File: config.mk
export PLATFORM = sky130hd
export DESIGN_NAME = audio_mixer
export DESIGN_NICKNAME = d
export VERILOG_FILES = /design/src/rtl/audio_mixer.sv
export SDC_FILE = /design/constraint.sdc
export NUM_CORES = 1
export LEC_CHECK = 0
export CAP_MARGIN = 15
export CORE_UTILIZATION = 44
export DETAILED_ROUTE_END_ITERATION = 16
export MAX_ROUTING_LAYER = met4
export PLACE_DENSITY = 0.69
export SLEW_MARGIN = 20
export SYNTH_ARGS = -nofsm -noshare
export SYNTH_HDL_FRONTEND = slang
export SYNTH_SLANG_ARGS = --single-unit
File: constraint.sdc
create_clock -name clock25mhz -period 4.1 [get_ports clock25mhz]
set_input_delay 1.23 -clock clock25mhz [delete_from_list [all_inputs] [get_ports clock25mhz]]
set_output_delay 1.23 -clock clock25mhz [all_outputs]
set_load 0.02 [all_outputs]
File: src/rtl/audio_mixer.sv
// Four-channel APU mixer: snapshots the channel DAC codes on each divider tick,
// accumulates them over four cycles, scales by master volume and holds the result.
module audio_mixer #(
  parameter int SAMPLE_DIV = 521
) (
  input  logic        clock25mhz,
  input  logic        resetn,
  input  logic [3:0]  ch1,
  input  logic [3:0]  ch2,
  input  logic [3:0]  ch3,
  input  logic [3:0]  ch4,
  input  logic [3:0]  dac_en,
  input  logic [3:0]  ch_en,
  input  logic [2:0]  master_vol,
  output logic [23:0] sample,
  output logic        sample_valid,
  output logic        busy
);

  localparam logic [1:0] IDLE  = 2'd0;
  localparam logic [1:0] ACC   = 2'd1;
  localparam logic [1:0] SCALE = 2'd2;
  localparam logic [1:0] OUT   = 2'd3;

  logic [15:0]       div_reg;
  logic              tick;
  logic [1:0]        state_reg;
  logic [1:0]        idx_reg;
  logic [3:0]        ch_in [4];
  logic [3:0]        ch_snap_reg [4];
  logic [3:0]        dac_snap_reg;
  logic [3:0]        en_snap_reg;
  logic [2:0]        vol_reg;
  logic signed [7:0] acc_reg;
  logic signed [9:0] prod_reg;
  logic              load;

  assign ch_in[0] = ch1;
  assign ch_in[1] = ch2;
  assign ch_in[2] = ch3;
  assign ch_in[3] = ch4;

  assign tick = (div_reg == 16'(SAMPLE_DIV - 1));
  assign load = (state_reg == IDLE) && tick;
  assign busy = (state_reg != IDLE);

  always_ff @(posedge clock25mhz or negedge resetn) begin
    if (!resetn) begin
      div_reg <= '0;
    end else if (tick) begin
      div_reg <= '0;
    end else begin
      div_reg <= div_reg + 16'd1;
    end
  end

  // Inputs are captured only at the tick so later changes cannot disturb a mix.
  generate
    for (genvar gi = 0; gi < 4; gi++) begin : g_snap
      always_ff @(posedge clock25mhz or negedge resetn) begin
        if (!resetn) begin
          ch_snap_reg[gi] <= '0;
        end else if (load) begin
          ch_snap_reg[gi] <= ch_in[gi];
        end
      end
    end
  endgenerate

  // Shared adder operand: 2*ch - 15 maps the unipolar code onto -15..+15.
  logic [3:0]        cur_ch;
  logic              ch_on;
  logic signed [5:0] term;
  logic signed [7:0] addend;
  logic [3:0]        gain;
  logic signed [12:0] prod_full;

  assign cur_ch    = ch_snap_reg[idx_reg];
  assign ch_on     = dac_snap_reg[idx_reg] & en_snap_reg[idx_reg];
  assign term      = $signed({1'b0, cur_ch, 1'b0}) - 6'sd15;
  assign addend    = ch_on ? {{2{term[5]}}, term} : 8'sd0;
  assign gain      = {1'b0, vol_reg} + 4'd1;
  assign prod_full = acc_reg * $signed({1'b0, gain});

  always_ff @(posedge clock25mhz or negedge resetn) begin
    if (!resetn) begin
      state_reg    <= IDLE;
      idx_reg      <= '0;
      dac_snap_reg <= '0;
      en_snap_reg  <= '0;
      vol_reg      <= '0;
      acc_reg      <= '0;
      prod_reg     <= '0;
      sample       <= '0;
      sample_valid <= 1'b0;
    end else begin
      sample_valid <= 1'b0;
      case (state_reg)
        IDLE: begin
          if (tick) begin
            dac_snap_reg <= dac_en;
            en_snap_reg  <= ch_en;
            vol_reg      <= master_vol;
            acc_reg      <= '0;
            idx_reg      <= '0;
            state_reg    <= ACC;
          end
        end
        ACC: begin
          acc_reg <= acc_reg + addend;
          idx_reg <= idx_reg + 2'd1;
          if (idx_reg == 2'd3) begin
            state_reg <= SCALE;
          end
        end
        SCALE: begin
          prod_reg  <= prod_full[9:0];
          state_reg <= OUT;
        end
        default: begin
          sample       <= {prod_reg[9], prod_reg, 13'b0};
          sample_valid <= 1'b1;
          state_reg    <= IDLE;
        end
      endcase
    end
  end

endmodule
Word-level counts from Yosys, hierarchy flattened
Cells that the tools add are included.
Cells by class
  add/sub/neg operators: 5
  multiply operators: 1
  $lt $le $gt $ge: 2
  equal/unequal tests: 6
  muxes and demuxes: 17
  bitwise logic cells: 2
  reduce and logical (&&, ||, !) cells: 8
Operator list (number)
  adder 16 x 1 -> 16 bit, second input constant: 1
  == test 16 x 10 -> 1 bit, second input constant: 1
  2-to-1 mux 16 bit: 1
  2-to-1 mux 8 bit: 2
  one-hot mux 8 bit (2 select lines): 1
  multiplier 8 x 5 -> 10 bit: 1
  adder 8 bit: 1
  binary-select mux 4 bit (select 2 bit): 1
  2-to-1 mux 4 bit: 2
  2-to-1 mux 2 bit: 3
  one-hot mux 2 bit (3 select lines): 1
  AND reduction 2 bit: 3
  subtractor 5 x 4 -> 6 bit, second input constant: 1
  adder 3 x 1 -> 4 bit, second input constant: 1
  binary-select mux 1 bit (select 2 bit): 2
  == test 2 bit, second input constant: 2
  inequality test 2 bit, second input constant: 2
  one-hot mux 2 bit (2 select lines): 1
  nonzero test 2 bit: 2
  >= comparator 3 bit, second input constant: 1
  < comparator 2 x 3 -> 1 bit, second input constant: 1
  2-to-1 mux 1 bit: 3
  NOT 2 -> 3 bit: 1
  OR reduction 3 bit: 1
  5 further kinds: 5
Storage, ports and cells
  register bits: 76
  input bits: 29
  output and inout port bits: 26
  word-level logic and storage cells: 55

Logic depth before layout (Yosys ltp)
Gate-level depths: netlist (run 1).
  depth after elaboration: 8
  mapped depth: 15
  mapped depth without buffers: 15

Worst setup path after synthesis (run 1)
No wires, ideal clock.
  path type: reg-to-reg
  from: register vol_reg[0]
  to: register prod_reg[7]
  arrival: 3.445 ns
  required time: 3.975 ns
  slack: 0.530 ns
  stages on the path, launching flop included: 15
  buffers on the path: 0
  cell sequence: dfrtp_1 -> ha_1 -> xor2_1 -> and2_1 -> ha_1 -> inv_1 -> fa_1 -> fa_1 -> inv_1 -> ha_1 -> o21ai_0 -> o21ai_0 -> a21oi_1 -> xnor2_1 -> mux2_2
Between the ends
  cells in the longest elaborated chain, start to end: 2
Ends and longest elaborated chain
  start, declared: RTL line 33  | logic [2:0] vol_reg;
  start signal, assigned: RTL line 103  | vol_reg <= master_vol;
  adder 3 x 1 -> 4 bit: RTL line 82  | assign gain = {1'b0, vol_reg} + 4'd1;
  multiplier 8 x 5 -> 10 bit: RTL line 83  | assign prod_full = acc_reg * $signed({1'b0, gain});
  end signal, assigned: RTL line 117  | prod_reg <= prod_full[9:0];
  end, declared: RTL line 35  | logic signed [9:0] prod_reg;
Every way passes these cells.
A chain may end at the register's enable or synchronous reset.

Final worst setup path (run 1)
  from: register vol_reg[1]
  to: register prod_reg[8]
Same word-level chain as after synthesis.

==> results by group, run 1 <==
Status
  – Status: completed

CTS
  – Cts repair resizes: 0
  – CTS tree: built
  – Clock transition at path regs: 0.07 ns
  – CTS Buffer Depth: 2
  – Clock Sinks: 76
  – Number of buffers created by CTS: 9
  – Clk root buf: clkbuf_8
  – H-Tree Depth: 3
  – CTS Hold Buffers Added: 0
  – Post-CTS Setup Bufs: 0
  – Worst-Skew Late Latency: 0.35 ns

Cells and area
  – Diode count: 0
  – Design area: around 0.0053 sq mm
  – Layout cells sized above 1: 15.9%
  – Net count, final: 515
  – Fillers: 939
  – Area grow syn2layout: 15.3%

Synth
  – Yosys warns: 0
  – Post-synth EDFFs: 0
  – Main synth FF type: dfrtp_1
  – Synth Area in Adders: 14.3%
  – Synth Area in Compound Gates: 5.59%
  – Simple-Gate Fraction of Synth Area: ~12%
  – Post-synthesis mux area share: between 15 and 20%
  – Cells after Synth: around 400
  – Largest cells by area after synthesis: dfrtp_1 41%, ha_1 8.6%, mux2_4 6.5%, fa_1 5.6%, mux2_2 5.6%
  – XOR/XNOR Fraction of Synth Area: 5.78%
  – Fraction of synthesized cell area taken by the top area cell type: 41.0%
  – #FFs+latches synth: between 70 and 80
  – Main combinational cell family by area after synthesis: multiplexers
  – Area leader, netlist: dfrtp_1
  – Count of cell types in the netlist: 48
  – Avg Inst Size Synth: 11.6 sq um
  – Mapped Area: ~0.0046 sq mm
  – Asr flop ratio synth: between 90% and 100%
  – Sequential share of the synthesized area: between 40% and 50%

Drt
  – Avg Vias per Cell: around 4.9
  – Post-detailed-route count of antenna-violating nets: 0
  – Via Count: roughly 2900
  – Final wirelength: about 7600 um
  – Drt drc: 0
  – Avg WL per Cell: roughly 13 um
  – Drt first pass iters: 5
  – First DRT Iteration DRCs: between 100 and 150

Floorplan
  – Die height: 105 um
  – Starting density of the core: between 40% and 50%
  – Top-Level Pins: between 50 and 60
  – Die width: 105 um
  – Die Footprint: 0.0110 sq mm
  – Site Rows: 37
  – Core Area: about 0.010 sq mm

Placed design
  – Placed instance area: 0.00511 sq mm
  – Final RePlAce weighted congestion: roughly 0.8
  – Pre-CTS setup slack: 0.162 ns
  – Input/output buffers: 41
  – Dpl hpwl: between 5000 and 6000 um

Timing
  – RSZ-0062 raised after global routing: false
  – Final setup fails: 0
  – Final TNS setup: 0 ns
  – Worst Max-Slew Pin Slew: roughly 0.93 ns
  – Rel. slew slack: between 30% and 40%
  – Final Skew: roughly 0.016 ns
  – Final WS setup: ~0.35 ns
  – Slew Limit Fails: 0
  – Fmax: 0.267 GHz
  – Final hold slack: ~0.46 ns
  – Minimum clock period: 3.75 ns
  – Final Hold Viols: 0
  – Crit share post-route: between 90% and 100%

Power
  – Total Power: around 1.5 mW
  – PwrDens: 279 mW/mm^2
  – Leak pwr: 2.57 nW
  – VDD IR max: roughly 0.22 mV

Worst setup path
  – Reg-to-reg endpoint: prod_reg[8]
  – Critical Path Source: vol_reg[1]
  – Worst path arrival time: a little under 4 ns
  – Worst Setup EP: prod_reg[8]
  – CP cell instances: ha_1 -> xor2_4 -> and2_1 -> ha_1 -> inv_1 -> fa_1 -> fa_1 -> inv_1 -> ha_1 -> nor2b_1 -> o21ai_1 -> a21boi_1 -> o21ai_0 -> nand4b_1 -> o311ai_0
  – R2R depth: 15
  – Crit Path Max Fanout: 9
  – Most frequent cell on the critical path: ha_1
  – Biggest cell delay along the critical path: about 0.56 ns
  – Worst setup SP type: flip-flop
  – Worst Setup End Kind: flip-flop
  – Worst EP required: between 4 and 5 ns
  – Worst Path Class, Setup: reg2reg
  – Crit-path slowest cell: fa_1
  – Flop-to-flop setup slack: roughly 0.35 ns
  – R2r startpoint: vol_reg[1]

GRT
  – Largest net degree at the start of global routing: between 70 and 80
  – Total track usage: around 16%
  – Total gr overflow: 0
  – Antenna violations before repair: 0
  – First-pass GRT wire length: between 10000 and 15000 um
  – Via count of the first global-routing pass: about 3100

Run
  – Total of max-cap violations: 0

Min path
  – Hold/Removal Path Class: reg2reg
==> worst min path at each step <==
stage	start	end	slack (ns)	cells past startpoint
after floorplan	div_reg[0]	div_reg[0]	0.43	1
after global placement	div_reg[0]	div_reg[0]	0.45	1
after detailed placement	div_reg[0]	div_reg[0]	0.45	1
after CTS	div_reg[0]	div_reg[0]	0.46	1
after global routing	div_reg[0]	div_reg[0]	0.49	1
final	div_reg[0]	div_reg[0]	0.46	1
==> layer usage <==
metal	wire length (um)	GRT usage, %	vias to the layer above
met5	0	-	-
met4	82	5.13	0
met3	219	3.56	7
met2	3830	28.2	49
met1	3480	19.4	1416
li1	-	-	1408
==> per-stage QoR <==
step / instances / util, %
floorplan: 411 / -
global placement: 566 / 49.7
detailed placement: 566 / 49.7
CTS: 582 / 51.8
global route: 582 / 52.0
finish: 582 / 52.0
==> synth_stat cells (all sizes together), types with 2 or more instances <==
master / number
o21ai: 17
nand4: 2
xnor2: 20
nand3b: 3
a211oi: 2
and3: 4
buf: 16
a21oi: 9
or4: 2
nor2: 12
nand3: 9
a22o: 3
mux2i: 2
a21o: 4
and2: 19
xor2: 8
and4: 2
dfrtp: 76
mux2: 44
nor3: 3
ha: 32
inv: 34
clkbuf: 7
nor2b: 10
nand2b: 4
fa: 13
mux4: 5
nand2: 24
==> critical path: cells and delay by family (launching register included) <==
| family | cells | cell delay [ns] |
|---|---|---|
| DFF | 1 | 0.40 |
| adders and majority gates | 5 | 1.91 |
| xor gates and xnor gates | 1 | 0.19 |
| AOI/OAI and AO/OA | 4 | 0.60 |
| buffers and inverters | 2 | 0.09 |
| and+or+nand+nor | 3 | 0.44 |
==> power by group <==
group | switching (mW) | internal (mW) | total [mW]
Combinational | 0.0442 | 0.0491 | 0.0933
Clock | 0.283 | 0.343 | 0.627
Sequential | 0.00799 | 0.763 | 0.771
==> cell type report <==
type | count | area (sq um) | share of cell area [%]
Multi-Input combinational cell | 278 | 2510 | 47.1
Sequential cell | 76 | 1900 | 35.6
Timing Repair Buffer | 42 | 415 | 7.77
Tap cell | 136 | 170 | 3.18
Clock buffer | 10 | 128 | 2.39
Inverter | 34 | 128 | 2.39
Clock inverter | 6 | 86.3 | 1.62
==> cells by family (layout without fill, tap and decap cells) <==
group | after synthesis | in the layout
simple gates | 98 | 98
compound gates | 42 | 42
fa+ha+maj | 45 | 45
xor+xnor | 29 | 29
flops | 76 | 76
mux | 51 | 51
buf+inv | 57 | 92
other cells | 1 | 13
==> placed cells by master (no fill, tap or decap), types with 5 or more instances in the layout <==
cell / count
xor2_1: 7
and2_1: 19
nand3_1: 9
o21ai_0: 15
nand2_1: 23
clkdlybuf4s50_1: 40
dfrtp_1: 76
a21oi_1: 9
clkbuf_8: 9
fa_1: 13
inv_1: 34
mux2_4: 20
conb_1: 13
xnor2_1: 20
nor2b_1: 10
mux4_2: 5
nor2_1: 12
ha_1: 32
mux2_2: 23
Power figures use the tool's default switching activity.
==> run 2, diff against run 1 <==
Settings changed: SKIP_LAST_GASP set to 1.
==> results of run 2 <==
Final layout, timing and power as in run 1 (identical DEF).
